[src/rtl/input_loader.sv]
// rtl/input_loader.sv - converts a pixel stream to a fixed-point vector held for the first dense layer
// Optional feature macro: INPUT_LOADER_LAST_CHECK_EN (sample_last_i framing check, frame_error_o)
`ifndef INTEGER_WIDTH
`define INTEGER_WIDTH 8
`endif
`ifndef FRACTION_WIDTH
`define FRACTION_WIDTH 8
`endif

module input_loader #(
    parameter int NUM_INPUTS  = 16,
    parameter int PIXEL_WIDTH = 8
) (
    input  logic                                          clock_i,
    input  logic                                          reset_ni,
    input  logic                                          sample_valid_i,
    input  logic [PIXEL_WIDTH-1:0]                        sample_data_i,
    output logic                                          sample_ready_o,
    input  logic                                          network_done_i,
`ifdef INPUT_LOADER_LAST_CHECK_EN
    input  logic                                          sample_last_i,
    output logic                                          frame_error_o,
`endif
    output logic signed [`INTEGER_WIDTH-1:-`FRACTION_WIDTH] layer_inputs_o [NUM_INPUTS],
    output logic                                          layer_inputs_ready_o,
    output logic                                          busy_o
);

    localparam int IW   = `INTEGER_WIDTH;
    localparam int FW   = `FRACTION_WIDTH;
    localparam int IDXW = (NUM_INPUTS > 1) ? $clog2(NUM_INPUTS) : 1;
    localparam logic [IDXW-1:0] LAST_IDX = IDXW'(NUM_INPUTS - 1);

    typedef enum logic {LOAD, HOLD} state_e;

    state_e                  state_q, state_d;
    logic [IDXW-1:0]         index_q, index_d;
    logic signed [IW-1:-FW]  inputs_q [NUM_INPUTS];
    logic signed [IW-1:-FW]  converted;
    logic                    transfer;
    logic                    at_last;
    logic                    frame_bad;

    // p / 2^PIXEL_WIDTH: the pixel sits just below the binary point, truncated if too wide
    generate
        if (FW >= PIXEL_WIDTH) begin : g_pad
            always_comb begin
                converted = '0;
                converted[-1 -: PIXEL_WIDTH] = sample_data_i;
            end
        end else begin : g_trunc
            always_comb begin
                converted = '0;
                converted[-1 -: FW] = sample_data_i[PIXEL_WIDTH-1 -: FW];
            end
        end
    endgenerate

    assign transfer = sample_valid_i && (state_q == LOAD);
    assign at_last  = (index_q == LAST_IDX);

`ifdef INPUT_LOADER_LAST_CHECK_EN
    assign frame_bad = (sample_last_i != at_last);
`else
    assign frame_bad = 1'b0;
`endif

    always_comb begin
        state_d              = state_q;
        index_d              = index_q;
        sample_ready_o       = 1'b0;
        layer_inputs_ready_o = 1'b0;
        busy_o               = 1'b0;
        case (state_q)
            LOAD: begin
                sample_ready_o = 1'b1;
                if (transfer) begin
                    if (frame_bad) begin
                        index_d = '0;
                    end else if (at_last) begin
                        index_d = '0;
                        state_d = HOLD;
                    end else begin
                        index_d = index_q + IDXW'(1);
                    end
                end
            end
            HOLD: begin
                layer_inputs_ready_o = 1'b1;
                busy_o               = 1'b1;
                if (network_done_i) state_d = LOAD;
            end
            default: state_d = LOAD;
        endcase
    end

    always_ff @(posedge clock_i or negedge reset_ni) begin
        if (!reset_ni) begin
            state_q <= LOAD;
            index_q <= '0;
            for (int i = 0; i < NUM_INPUTS; i++) inputs_q[i] <= '0;
        end else begin
            state_q <= state_d;
            index_q <= index_d;
            if (transfer) inputs_q[index_q] <= converted;
        end
    end

`ifdef INPUT_LOADER_LAST_CHECK_EN
    logic frame_error_q;

    always_ff @(posedge clock_i or negedge reset_ni) begin
        if (!reset_ni)     frame_error_q <= 1'b0;
        else if (transfer) frame_error_q <= frame_bad;
    end

    assign frame_error_o = frame_error_q;
`endif

    assign layer_inputs_o = inputs_q;

endmodule

[config.mk]
export PLATFORM = sky130hd
export DESIGN_NAME = input_loader
export DESIGN_NICKNAME = d
export VERILOG_FILES = /design/src/rtl/input_loader.sv
export SDC_FILE = /design/constraint.sdc
export NUM_CORES = 1
export LEC_CHECK = 0
export ABC_AREA = 1
export CORE_UTILIZATION = 40
export CTS_CLUSTER_SIZE = 20
export DETAILED_ROUTE_END_ITERATION = 10
export PLACE_DENSITY_LB_ADDON = 0.15
export SYNTH_ARGS = -nofsm -noshare
export SYNTH_HDL_FRONTEND = slang
export SYNTH_SLANG_ARGS = --single-unit
[constraint.sdc]
create_clock -name clock_i -period 1.8 [get_ports clock_i]
set_input_delay 0.54 -clock clock_i [delete_from_list [all_inputs] [get_ports clock_i]]
set_output_delay 0.54 -clock clock_i [all_outputs]
set_load 0.02 [all_outputs]
==> impl_metrics.json, run 1 <==
{
  "syn_area_um2": 6210,
  "routedWlPerCell_um": 14.8,
  "cts-root-buf": "clkbuf_16",
  "cp_data_required_time_ns": 1.26,
  "final_antenna_net_count": 0,
  "ys_types": 15,
  "place.gp.congestion": 0.850,
  "cts_buffers": 17,
  "grt.total_usage_pct": 20.6,
  "crit_path_start_kind": "register",
  "grt_max_degree": 42,
  "grt_pass1_wl_um": 25000,
  "cts.sink_count": 133,
  "hold_viol": 0,
  "worstRegToRegCells": 7,
  "ys.flop_type": "dfrtp_1",
  "core_area_um2": 15100,
  "period_minus_slack_ns": 1.74,
  "drt_iter0_drc": 313,
  "placed_area_um2": 7520,
  "fin_ws_ns": 0.0566,
  "fp.dieW_um": 127,
  "placed_cells": 1038,
  "dp_hpwl_um": 11100,
  "synth_edf_count": 0,
  "yosys.area.top_type": "dfrtp_1",
  "worstSetupPathType": "reg -> out",
  "syn_area_per_cell_um2": 8.85,
  "dieArea_um2": 16000,
  "synth.area.top_cells": "dfrtp_1 54%, nand2_1 20%, buf_4 16%",
  "path_clk_slew_ns": 0.05,
  "pin_count": 271,
  "drt-total-wl_um": 15800,
  "power_density_nw_per_um2": 1780,
  "clk_path_buf_depth": 2,
  "fin_nets": 885,
  "fp-row-count": 45,
  "synth-warning-count": 0,
  "drv_cap": 0,
  "cts_tree": "done",
  "grt_pass1_vias": 4505,
  "synthTopCellsByCount": "325 x nand2_1, 133 x dfrtp_1, 129 x buf_4",
  "yosysTopAreaCellShare_pct": 53.6,
  "antenna_found_initial": 0,
  "cp_max_fo": 4,
  "yosysMostFrequentCell": "nand2_1",
  "ys_async_sr_fraction_pct": 100,
  "r2r_end": "layer_inputs_o[215]",
  "vias_per_cell": 4.45,
  "drive_gt1_share_pct": 7.83,
  "diodes": 0,
  "hold_class": "in -> async",
  "tns_ns": 0,
  "clock_latency_ns": 0.41,
  "vias": 4761,
  "overflow": 0,
  "holdBufCountCts": 0,
  "synthCells": 701,
  "drc": 0,
  "ctsHtreeMaxLevel": 4,
  "end_kind": "output port",
  "synth.ff_latch_count": 133,
  "r2r_setup_slack_ns": 0.22,
  "fin_crit_sh_pct": 96.9,
  "die_h_um": 127,
  "yosysSeqAreaShare_pct": 53.6,
  "crit_arrival_ns": 1.20,
  "skew_ns": 0.00924,
  "place_ws_ns": -0.339,
  "final-setup-viol-count": 0,
  "start_util_pct": 41.0,
  "grt_setup_unrepaired": "no",
  "fmax_mhz": 574,
  "r2r_start": "index_q[0]",
  "report.final.slew_viol_count": 0,
  "status": "complete, no violations",
  "leakage_nw": 4.57,
  "first_pass_iters": 7,
  "peakVddDrop_uv": 793,
  "fin_cells": 1069,
  "fin_area_um2": 8000,
  "fillers": 1452,
  "io_buffers": 142,
  "syn_to_final_growth_pct": 28.9
}
flip-flops by register name, indices dropped and copies added, names as in the netlist:
name,cells
index_q,4
layer_inputs_o,128
state_q,1
how the worst max path moves through the flow:
stage	startpoint	to	slack (ns)	cells after the start
finish	state_q	sample_ready_o	0.06	2
global route	state_q	sample_ready_o	0.004	2
CTS	state_q	sample_ready_o	0.03	2
detailed placement	sample_valid_i	layer_inputs_o[70]	-0.34	8
global placement	sample_valid_i	layer_inputs_o[71]	-0.27	8
floorplan	state_q	layer_inputs_o[208]	0.40	6
layout by cell type, fill, tap and decap left out:
cell type        instances
dfrtp_1                132
dlygate4sd2_1          129
clkdlybuf4s15_2          1
clkdlybuf4s50_1         10
buf_12                   6
xor2_1                   1
clkinvlp_4               2
nand3_1                  8
clkbuf_1                 3
buf_4                   17
clkbuf_8                 4
ha_1                     4
buf_6                    1
inv_1                   22
o21ai_0                 43
bufinv_16                4
clkdlybuf4s15_1          1
nand2_2                  1
nor2_1                   5
nand2_1                324
conb_1                 128
clkinv_4                 1
clkbuf_16               17
nand4_1                  2
nor2_4                  14
dfrtp_2                  1
worst max-delay path: stages (launching register included):
cell and delay, ns:
dfrtp_2 0.45, inv_1 0.09, clkdlybuf4s15_2 0.26
report_power, final:
| group | total (mW) | switching, mW | internal (mW) | leakage (nW) |
|---|---|---|---|---|
| sequential | 5.04 | 0.792 | 4.25 | 1.71 |
| combinational | 5.52 | 3.62 | 1.90 | 2.56 |
| clock | 3.70 | 1.24 | 2.46 | 0.303 |
| total | 14.3 | 5.65 | 8.61 | 4.57 |
logic make-up after synthesis:
group | count (synthesis) | synth area share (%)
AO/OA/AOI/OAI | 43 | 3.47
XOR/XNOR | 1 | 0.141
adder cells (fa/ha/maj) | 4 | 0.806
buffers and inverters | 165 | 18.6
flip-flops | 133 | 53.6
other | 1 | 0.0604
AND/OR/NAND/NOR | 354 | 23.3
final cells by class:
| type | instances | area (um^2) | share of cell area [%] |
|---|---|---|---|
| clock inverters | 7 | 144 | 1.80 |
| repair buffers | 165 | 1510 | 18.9 |
| multi-input cells | 530 | 2210 | 27.6 |
| clock buffers | 24 | 492 | 6.15 |
| inverters | 22 | 82.6 | 1.03 |
| well taps | 188 | 235 | 2.94 |
| flip-flops and latches | 133 | 3330 | 41.6 |
through the flow:
step | hold WS (ns) | util (%) | total power, mW
after global routing | 0.0153 | 52.8 | 15.1
after global placement | 0.443 | 49.6 | 11.4
after floorplan | 0.244 | - | 8.49
final | 0.0141 | 52.8 | 14.3
after CTS | 0.00462 | 52.8 | 14.4
after detailed placement | 0.447 | 49.6 | 11.5
repair_timing:
item                                    in CTS  in global routing
pin swaps                                    0                  1
buffers inserted                             0                  0
endpoints found under the hold margin        0                  0
gates resized for setup                    135                  1
endpoints found under the setup margin     131                  2
routing by layer:
metal	vias up	part of all wire (%)	GRT usage (%)
met5	-	0	0
met4	0	1.2	6.17
li1	2227	-	-
met1	2312	45	26.9
met3	14	6.4	6.07
met2	208	48	33.0
Note: power is estimated with default switching activity, not from simulation.
==> run 2: changes to the inputs <==
--- a/config.mk
+++ b/config.mk
@@ -9,6 +9,7 @@
 export CORE_UTILIZATION = 40
 export CTS_CLUSTER_SIZE = 20
 export DETAILED_ROUTE_END_ITERATION = 10
+export GPL_ROUTABILITY_DRIVEN = 1
 export PLACE_DENSITY_LB_ADDON = 0.15
 export SYNTH_ARGS = -nofsm -noshare
 export SYNTH_HDL_FRONTEND = slang
==> results of run 2 <==
Same layout as run 1: the final DEF is identical, and so are final timing and power.
==> run 3: changes to the inputs <==
--- a/config.mk
+++ b/config.mk
@@ -7,6 +7,7 @@
 export LEC_CHECK = 0
 export ABC_AREA = 1
 export CORE_UTILIZATION = 40
+export CTS_BUF_LIST = sky130_fd_sc_hd__clkbuf_8
 export CTS_CLUSTER_SIZE = 20
 export DETAILED_ROUTE_END_ITERATION = 10
 export GPL_ROUTABILITY_DRIVEN = 1
==> run 3 against run 2 <==
Count of clock-buffer cells in the layout is 3 lower; core utilization decreased by 1.2 points; final cell count is essentially flat; register-to-register slack about the same; final area is 2.4% lower; sequential share of layout area grew 1.0 points; critical path depth decreased by 1; clock power is 25% lower; flip-flop and latch count unchanged; non-clock buffer count grew 1; critical path type unchanged; critical endpoint is now busy_o; highest routed layer unchanged.
==> impl_metrics.json, run 3 (synthesis gave the netlist of run 1 again) <==
{
  "setup.worst_path.start": "state_q",
  "pin_count": 271,
  "hold_class": "reg -> reg",
  "worst-path-buf-inv": 1,
  "fin_crit_sh_pct": 96.4,
  "fin_nets": 886,
  "report.final.slew_viol_count": 0,
  "io_buffers": 142,
  "cts-root-buf": "clkbuf_8",
  "pwr-share-clk_pct": 20.8,
  "grt_max_degree": 42,
  "vias": 4738,
  "syn_to_final_growth_pct": 25.8,
  "antenna_found_initial": 0,
  "clk_path_buf_depth": 2,
  "switchingPower_mw": 5.52,
  "cts_tree": "done",
  "diodes": 0,
  "pwr-share-comb_pct": 41.4,
  "final_cell_mix": "325 x nand2_1, 132 x dfrtp_1, 128 x conb_1, 128 x dlygate4sd2_1, 43 x o21ai_0",
  "power_density_nw_per_um2": 1700,
  "crit_path_start_kind": "register",
  "crit_chain": "clkdlybuf4s15_1",
  "core_area_um2": 15100,
  "cts.sink_count": 133,
  "skew_ns": 0.0101,
  "power_mw": 13.3,
  "drc": 0,
  "drv_cap": 0,
  "slowest_stage": "dfrtp_2",
  "intPower_mw": 7.78,
  "cts_buffers": 17,
  "period_minus_slack_ns": 1.73,
  "fin_util_pct": 51.6,
  "seqPwrFrac_pct": 37.8,
  "routedWlPerCell_um": 14.7,
  "fin_ws_ns": 0.0657,
  "hold_viol": 0,
  "first_pass_iters": 5,
  "fp.dieW_um": 127,
  "cp_max_fo": 4,
  "fmax_mhz": 577,
  "grt.total_usage_pct": 20.7,
  "grt_pass1_vias": 4474,
  "postCtsSetupBuffers": 0,
  "final_antenna_net_count": 0,
  "dieArea_um2": 16000,
  "end_kind": "output port",
  "fp-row-count": 45,
  "final-setup-viol-count": 0,
  "crit_end": "busy_o",
  "r2r_setup_slack_ns": 0.21,
  "start_util_pct": 41.0,
  "overflow": 0,
  "vias_per_cell": 4.43,
  "clock_latency_ns": 0.45,
  "die_h_um": 127,
  "place.gp.congestion": 0.850,
  "layout_commonest_cell": "nand2_1",
  "cp.depth": 1,
  "status": "complete, no violations",
  "worst_path_dominant_cell_family": "flip-flops",
  "p_sw_share_pct": 41.5,
  "drt_iter0_drc": 356,
  "grt_setup_unrepaired": "no",
  "drt-total-wl_um": 15700,
  "peakVddDrop_uv": 770,
  "cp_data_required_time_ns": 1.26,
  "path_clk_slew_ns": 0.07,
  "worstSetupPathType": "reg -> out",
  "worstRegToRegCells": 7,
  "dp_hpwl_um": 11100,
  "crit_arrival_ns": 1.19,
  "slowest_delay_ns": 0.45,
  "holdWs_ns": 0.473,
  "r2r_end": "layer_inputs_o[68]",
  "grt_pass1_wl_um": 25000,
  "r2r_start": "state_q",
  "largest_reg_flops": 128,
  "drive_gt1_share_pct": 7.71,
  "leakage_nw": 4.49,
  "place_ws_ns": -0.339,
  "ctsHtreeMaxLevel": 4
}
==> run 3: metal layers <==
| metal | vias to the layer above | wire [um] | track usage (%) | part of all wire [%] |
|---|---|---|---|---|
| met3 | 18 | 1180 | 6.33 | 7.5 |
| li1 | 2228 | - | - | - |
| met5 | - | 0 | 0 | 0 |
| met4 | 0 | 295 | 7.73 | 1.9 |
| met2 | 225 | 7370 | 32.8 | 47 |
| met1 | 2267 | 6840 | 26.7 | 44 |
==> run 3: timing repair <==
item | in CTS | in global routing
setup endpoints to repair | 131 | 0
hold buffers | 1 | 0
gates resized for setup | 137 | 0
hold endpoints to repair | 27 | 0
==> run 3: power groups by stage <==
| stage | clock network, mW | registers, mW | logic (mW) |
|---|---|---|---|
| floorplan | 0 | 6.45 | 2.04 |
| global placement | 0 | 5.11 | 6.28 |
| detailed placement | 0 | 5.12 | 6.39 |
| CTS | 2.84 | 5.05 | 5.56 |
| global route | 2.97 | 5.20 | 6.01 |
| finish | 2.76 | 5.03 | 5.51 |
==> run 3: worst min path at each step <==
stage	startpoint	end	slack, ns	cells after the start
3_5_place_dp	reset_ni	layer_inputs_o[38]	0.45	1
5_1_grt	layer_inputs_o[114]	layer_inputs_o[114]	0.50	2
6_report	layer_inputs_o[119]	layer_inputs_o[119]	0.47	2
4_1_cts	layer_inputs_o[114]	layer_inputs_o[114]	0.48	2
2_1_floorplan	reset_ni	index_q[0]	0.24	0
3_3_place_gp	reset_ni	layer_inputs_o[38]	0.44	1
==> run 3: final cells by class <==
type | instances | area [um^2]
clock buffer | 21 | 289
clock inverter | 10 | 155
fill | 1472 | 7340
inverter | 22 | 82.6
multi-input combinational | 530 | 2200
sequential | 133 | 3330
tap | 188 | 235
timing repair buffer | 166 | 1520
==> run 3: stage by stage <==
stage,setup TNS [ns],cells,area (um^2)
after floorplan,0,828,6680
after global placement,-26.33,1038,7520
after detailed placement,-29.59,1038,7520
after CTS,0,1070,7810
after global routing,0,1070,7810
final,0,1070,7810
==> RTL change: new RTL, config.mk and constraints of run 3 <==
Add a define of `INPUT_LOADER_LAST_CHECK_EN`.
--- a/src/rtl/input_loader.sv
+++ b/src/rtl/input_loader.sv
@@ -2,2 +2,4 @@
 // Optional feature macro: INPUT_LOADER_LAST_CHECK_EN (sample_last_i framing check, frame_error_o)
+`define INPUT_LOADER_LAST_CHECK_EN
+
 `ifndef INTEGER_WIDTH
Interface: changed (added frame_error_o and sample_last_i); port bits go from 271 to 273. The function was not compared with the original's and may differ.
==> RTL change against run 3 <==
Non-clock buffer count decreased by 1. Sequential share of layout area is essentially flat. Via count increased by 1.2%. Utilization about the same. Clock power fell by 11%. Worst setup slack hardly changed. Fmax is essentially flat. Hold slack lost 0.43 ns. Count of clock-buffer cells in the layout decreased by 2. Sequential cell count rose by 1. Total power shrank 30%. Critical endpoint is now layer_inputs_o[101]. Area after synthesis rose by 0.97%. Routed wire length is 1.1% higher. Design area up 0.82%.
==> RTL change: results (changes against run 3) <==
Crit. Startpoint -> layer_inputs_o[101]
Mapped Cells -> 719 (+2.6%)
Mux contribution to synthesized area -> 0 (unchanged)
Port Buf Inserts -> 144 (+1.4%)
Worst reg2reg path startpoint -> index_q[0]
Vias in the first global route -> 4,514 (+0.89%)
Post-DP HPWL -> 11,000 um (-0.23%)
Drt total wl -> 15,900 um (+1.1%)
Power in the clock group -> 0.00247 W (-11%)
Fill cells -> 1,473 (+0.068%)
Fin nets -> 902 (+1.8%)
Synth cell types -> 19 (+4)
Leakage -> 4.63 nW (+3.1%)
Fraction of the mapped netlist area in adder cells -> 0.00799 (-0.0000773)
H-tree level count -> 4 (unchanged)
Final setup skew -> 0.0111 ns (+0.00106 ns)
Clock latency on the worst-skew pair -> 0.44 ns
Status -> finished, final reports clean
Primary FF master, synth -> dfrtp_1
CP top delay family -> buffers and inverters
Gr usage total -> 0.206 (-0.000585)
Power, Total -> 0.00932 W (-30%)
Number of DRC markers in iteration 0 -> 259 (-27%)
Synth top cells by count -> nand2_1, dfrtp_1, buf_4
Type of the most critical hold path -> in -> async
Worst-case clock buffer depth -> 2 (unchanged)
Worst R2R Setup Slack -> 0.15 ns (-0.06 ns)
Worst-path fanout max -> 2 (-2)
Yosys warning total -> 0 (unchanged)
Largest net degree at the start of global routing -> 46 (+9.5%)
Synth area leaders -> dfrtp_1, nand2_1, buf_4, o21ai_0, nor2_4
First-pass GRT wire length -> 25,000 um (+0.14%)
CTS buffer count -> 17 (unchanged)
Post-Synth XOR/XNOR Area -> 0 (-0.00141)
Final Non-Filler Cells -> 1,108 (+3.6%)
Crit path DAT -> 1.19 ns (about the same)
Final Wtd Congestion -> 0.783 (-7.9%)
CP max-delay cell -> dlygate4sd2_1
Peak VDD IR -> 0.730 mV (-5.2%)
Share of cells above drive strength 1 -> 0.0858 (+0.00874)
Seq pwr share -> 0.432 (+0.054)
Crit path largest cell delay -> 0.40 ns (-0.05 ns)
1st-pass router iterations -> 4 (-1)
Setup crit end -> layer_inputs_o[101]
Pint -> 0.00588 W (-24%)
Reg2reg path depth -> 7 (unchanged)
R2R Path End -> layer_inputs_o[210]
DR vias/cell -> 4.33 (-2.3%)
Hold Slack -> 0.0420 ns (-0.431 ns)
Synth Area in Compound Gates -> 0.0345 (-0.000133)
Seq/Total Area, Yosys -> 0.535 (-0.00115)
RTL change: final cells by class:
type / instances / area (um2) / area share
tap: 211 / 264 / 0.0335
inverter: 24 / 90.1 / 0.0114
sequential: 134 / 3350 / 0.426
clock inverter: 12 / 130 / 0.0165
timing repair buffer: 165 / 1530 / 0.194
multi-input combinational: 543 / 2250 / 0.285
clock buffer: 19 / 262 / 0.0332
RTL change: routing by layer:
metal	track usage	share of wire	vias to the layer above
met1	0.277	0.44	2296
met5	0	0	-
met4	0.0560	0.0098	0
li1	-	-	2275
met3	0.0674	0.075	13
met2	0.321	0.47	210
RTL change: stage by stage:
stage / instance area, um2 / setup slack [ns]
after global placement: 7640 / -0.243
final: 7870 / 0.0653
after detailed placement: 7640 / -0.267
after global routing: 7870 / 0.0134
after floorplan: 6740 / 0.343
after CTS: 7870 / 0.0385
RTL change: what timing repair did:
item,CTS,global route
resized for setup,140,1
hold endpoints to repair,0,0
setup endpoints to repair,132,1
